[config.mk]
export PLATFORM = sky130hd
export DESIGN_NAME = sum_sq
export DESIGN_NICKNAME = d
export VERILOG_FILES = /design/src/rtl/sum_sq.sv
export SDC_FILE = /design/constraint.sdc
export NUM_CORES = 1
export LEC_CHECK = 0
export CAP_MARGIN = 40
export CORE_ASPECT_RATIO = 1.5
export CORE_UTILIZATION = 58
export CTS_BUF_LIST = sky130_fd_sc_hd__clkbuf_8 sky130_fd_sc_hd__clkbuf_16
export CTS_CLUSTER_SIZE = 14
export DETAILED_ROUTE_END_ITERATION = 12
export PLACE_DENSITY_LB_ADDON = 0.3
export SETUP_SLACK_MARGIN = 0.02
export SLEW_MARGIN = 20
export SYNTH_ARGS = -nofsm -noshare
export SYNTH_HDL_FRONTEND = slang
export SYNTH_SLANG_ARGS = --single-unit
[constraint.sdc]
create_clock -name clk -period 3.1 [get_ports clk]
set_input_delay 0.465 -clock clk [delete_from_list [all_inputs] [get_ports clk]]
set_output_delay 0.465 -clock clk [all_outputs]
set_load 0.05 [all_outputs]
[src/rtl/sum_sq.sv]
// Iterative sum-of-squares unit: out = a*a + b*b, saturating to all-ones on overflow.
// One shift-add step per cycle; A is squared first, then B, into a shared accumulator.
module sum_sq #(
    parameter int WIDTH = 32
) (
    input  logic               clk,
    input  logic               reset_n,
    input  logic               go,
    input  logic [WIDTH/2-1:0] a,
    input  logic [WIDTH/2-1:0] b,
    output logic [WIDTH-1:0]   out,
    output logic               overflow,
    output logic               done
);

    localparam int HALF = WIDTH / 2;
    localparam int IW   = (HALF > 1) ? $clog2(HALF) : 1;
    localparam logic [IW-1:0] LAST_IDX = IW'(HALF - 1);

    typedef enum logic [1:0] {
        ST_IDLE = 2'd0,
        ST_SQ_A = 2'd1,
        ST_SQ_B = 2'd2,
        ST_DONE = 2'd3
    } state_t;

    state_t            r_state;
    state_t            w_next;
    logic [WIDTH:0]    r_mcand;
    logic [HALF-1:0]   r_mult;
    logic [HALF-1:0]   r_opb;
    logic [WIDTH:0]    r_acc;
    logic [IW-1:0]     r_idx;
    logic [WIDTH-1:0]  r_out;
    logic              r_ovf;
    logic              r_done;

    logic              w_last;
    logic              w_start;
    logic [WIDTH:0]    w_sum;

    // Next-state and step datapath; the DONE edge may launch the next op so
    // a held go gives one result every 2*HALF+1 cycles.
    always_comb begin
        w_next  = r_state;
        w_last  = (r_idx == LAST_IDX);
        w_start = 1'b0;
        if (r_mult[0]) begin
            w_sum = r_acc + r_mcand;
        end else begin
            w_sum = r_acc;
        end
        case (r_state)
            ST_IDLE: begin
                if (go) begin
                    w_next  = ST_SQ_A;
                    w_start = 1'b1;
                end else begin
                    w_next = ST_IDLE;
                end
            end
            ST_SQ_A: begin
                if (w_last) begin
                    w_next = ST_SQ_B;
                end else begin
                    w_next = ST_SQ_A;
                end
            end
            ST_SQ_B: begin
                if (w_last) begin
                    w_next = ST_DONE;
                end else begin
                    w_next = ST_SQ_B;
                end
            end
            ST_DONE: begin
                if (go) begin
                    w_next  = ST_SQ_A;
                    w_start = 1'b1;
                end else begin
                    w_next = ST_IDLE;
                end
            end
            default: begin
                w_next = ST_IDLE;
            end
        endcase
    end

    // State register.
    always_ff @(posedge clk or negedge reset_n) begin
        if (!reset_n) begin
            r_state <= ST_IDLE;
        end else begin
            r_state <= w_next;
        end
    end

    // Operand, accumulator and result registers.
    always_ff @(posedge clk or negedge reset_n) begin
        if (!reset_n) begin
            r_mcand <= '0;
            r_mult  <= '0;
            r_opb   <= '0;
            r_acc   <= '0;
            r_idx   <= '0;
            r_out   <= '0;
            r_ovf   <= 1'b0;
            r_done  <= 1'b0;
        end else begin
            r_done <= 1'b0;
            if (w_start) begin
                r_mcand <= {{(WIDTH + 1 - HALF){1'b0}}, a};
                r_mult  <= a;
                r_opb   <= b;
                r_acc   <= '0;
                r_idx   <= '0;
            end else begin
                case (r_state)
                    ST_SQ_A: begin
                        r_acc <= w_sum;
                        if (w_last) begin
                            r_mcand <= {{(WIDTH + 1 - HALF){1'b0}}, r_opb};
                            r_mult  <= r_opb;
                            r_idx   <= '0;
                        end else begin
                            r_mcand <= r_mcand << 1;
                            r_mult  <= r_mult >> 1;
                            r_idx   <= r_idx + 1'b1;
                        end
                    end
                    ST_SQ_B: begin
                        r_acc   <= w_sum;
                        r_mcand <= r_mcand << 1;
                        r_mult  <= r_mult >> 1;
                        if (w_last) begin
                            r_idx  <= '0;
                            r_done <= 1'b1;
                            r_ovf  <= w_sum[WIDTH];
                            if (w_sum[WIDTH]) begin
                                r_out <= '1;
                            end else begin
                                r_out <= w_sum[WIDTH-1:0];
                            end
                        end else begin
                            r_idx <= r_idx + 1'b1;
                        end
                    end
                    default: begin
                        r_acc <= r_acc;
                    end
                endcase
            end
        end
    end

    assign out      = r_out;
    assign overflow = r_ovf;
    assign done     = r_done;

endmodule

==> metrics.txt <==
status=completed; Worst setup SP type=flop; # rows=51; cells after synthesis=848; Routed wire per std cell=18.60 microns; CTS Buf Count=17; Max Fclk=331.8 MHz; Die W=96 microns; CTS root buf=clkbuf_16; Routed Antenna Nets=0; yosys warns=0; largest net degree at the start of global routing=68; PD cells=1180 nW/um^2; routed vias=6640; htree depth=4; antenna violations before repair=0; Area contributors post-synth=dfrtp_1 (45%), nand2_1 (8.0%), ha_1 (5.7%), nor2_1 (4.3%), a21oi_1 (4.2%); final-report hold violation count=0; placed cells=1052; DP HPWL=13890 microns; Crit Path Class=flop to flop; area leader, netlist=dfrtp_1; Netlist Area Pre-Place=7687 sq um; global-route wire length before repair=32440 microns; Antenna diodes=0; max_cap viols=0; RD Place Congestion=0.9371; Critical Path End Type=flop; TritonCTS clock tree=built; post-layout min period=3.014 ns; Mean Syn Cell Area=9.065 sq um; Yosys reg bits=138; input/output buffers=68; clk_lat worst skew=0.42 ns; chip height=143 microns; post-route setup TNS=0 ns; syn nets=919; grt ovf=0; # DRC=0; crit path DAT=3.31 ns; required time worst endpoint=3.40 ns; Synth top area share=44.92%; worst hold path type=primary input to async pin; Boundary Pins=69; vias in the first global route=6796; fin area=9402 sq um; Core ar.=12950 sq um; final wirelength=20270 microns; number of synthesized flops with an enable pin=0; worst-path fanout max=6; Peak supply drop=0.0006699 V; # nets final=990; Setup Skew=0.01234 ns; Vias/cell=6.092; final worst-path cycle share=97.21%; clock buffer depth=2; GRT Total Usage=31.09%; final setup violation count=0; clock-pin slew on the worst setup and hold paths=0.06 ns; final core utilization=72.58%; die area=13730 sq um; post-place instance area=8594 sq um; area grow syn2layout=22.30%; Lkg Pwr=4.428 nW; initial cell density of the core=59.35%; layout cells sized above 1=13.53%; clk sinks=138; Slew HR=57.18%; RSZ-0062 raised after global routing=true; DRT Pass-1 Iters=5; unique cell type count in the Yosys netlist=63; fin. max-slew vios=0; worst slew pin tran=0.6424 ns; Synth Flop Type=dfrtp_1; worst hold slack=0.03382 ns; async set-reset flop share out of synthesis=100.0%; post-synthesis sequential area ratio=44.92%; initial drt markers=415; Cell Count, Final, Fillers Out=1090
## state kept, by name, summed over array words and instances (netlist names)
signal    cells
done          1
overflow      1
r_mult       16
r_mcand      33
r_opb        16
r_state       2
out          32
r_idx         4
r_acc        33
## final timing paths
path	startpoint	endpoint	slack, ns	cells after the start
setup / recovery	r_acc[0]	out[24]	0.09	13
hold / removal	reset_n	out[29]	0.03	1
setup reg to reg	r_acc[0]	out[24]	0.09	13
hold reg to reg	r_opb[3]	r_opb[3]	0.48	2
max in group asynchronous	reset_n	r_state[0]	2.29	2
min in group clk	r_opb[3]	r_opb[3]	0.48	2
## worst max-delay path, cell delays in order, from the launching register on
cell and delay, ns:
dfrtp_1 0.42, ha_4 0.19, fa_2 0.34, a21o_1 0.20, nand4_1 0.12, nand2_1 0.09, a41o_1 0.27, a21oi_2 0.17
buf_4 0.14, o21a_1 0.13, a31oi_1 0.09, and3b_4 0.46, clkbuf_16 0.21, a21oi_2 0.06
## cell families (layout without fill, tap and decap cells)
family / after synthesis / count (layout) / synth area share [%]
and+or+nand+nor: 312 / 312 / 17.14
AOI/OAI and AO/OA: 250 / 250 / 22.56
DFF: 138 / 138 / 44.92
buffers and inverters: 64 / 147 / 3.516
adders and majority gates: 36 / 36 / 5.957
muxes: 25 / 25 / 3.288
xor gates and xnor gates: 23 / 23 / 2.621
## where the power goes
group          total [mW]  internal (mW)  switching, mW  leakage (nW)
clock network        2.20           1.41          0.797         0.309
logic                5.88           2.33           3.55          2.36
registers            3.01           2.48          0.533          1.76
total                11.1           6.21           4.88          4.43
## Yosys cell counts, types with 6 or more instances
library cell / count
a21o_1: 19
a21oi_1: 64
a21oi_2: 30
a22o_1: 21
a31oi_1: 12
and3_1: 8
clkbuf_1: 44
dfrtp_1: 138
ha_1: 35
inv_1: 12
mux2i_1: 23
nand2_1: 163
nand3_1: 9
nand4_1: 8
nor2_1: 88
nor2b_1: 6
nor3_1: 9
o21ai_0: 55
xnor2_1: 15
xor2_1: 8
## repair_timing
action | 4_1_cts | 5_1_grt
gates resized for setup | 0 | 17
hold buffers | 0 | 0
setup buffers | 0 | 4
setup endpoints to repair | 0 | 41
## placed cells by master (no fill, tap or decap), drive strengths merged, types with 13 or more instances in the layout
| cell | instances |
|---|---|
| nand2 | 163 |
| dfrtp | 138 |
| a21oi | 94 |
| nor2 | 88 |
| clkdlybuf4s50 | 67 |
| o21ai | 58 |
| ha | 35 |
| buf | 35 |
| mux2i | 23 |
| clkbuf | 22 |
| a22o | 21 |
| a21o | 20 |
| xnor2 | 15 |
| inv | 13 |
| a31oi | 13 |
## layer usage
layer  up-vias  part of all wire (%)  global-route usage, %
met1      3254                    38                  34.30
met4         0                   5.5                  18.38
met2       199                    53                  55.17
met5         -                     0                      0
met3        66                   3.9                  4.633
li1       3121                     -                      -
## layout make-up
class | count | area [sq um]
multi-input cells | 646 | 4048
fillers | 932 | 3552
flip-flops and latches | 138 | 3453
repair buffers | 104 | 1020
clock buffers | 20 | 466.7
well taps | 159 | 198.9
clock inverters | 11 | 170.2
inverters | 12 | 45.04
## stage by stage
step           total power [mW]  setup slack [ns]
2_1_floorplan             7.143            0.2995
3_3_place_gp              8.455           0.09716
3_5_place_dp              8.707           0.04252
4_1_cts                   10.98           0.03383
5_1_grt                   11.85          -0.04502
6_report                  11.09           0.08641
Power figures use the tool's default switching activity.
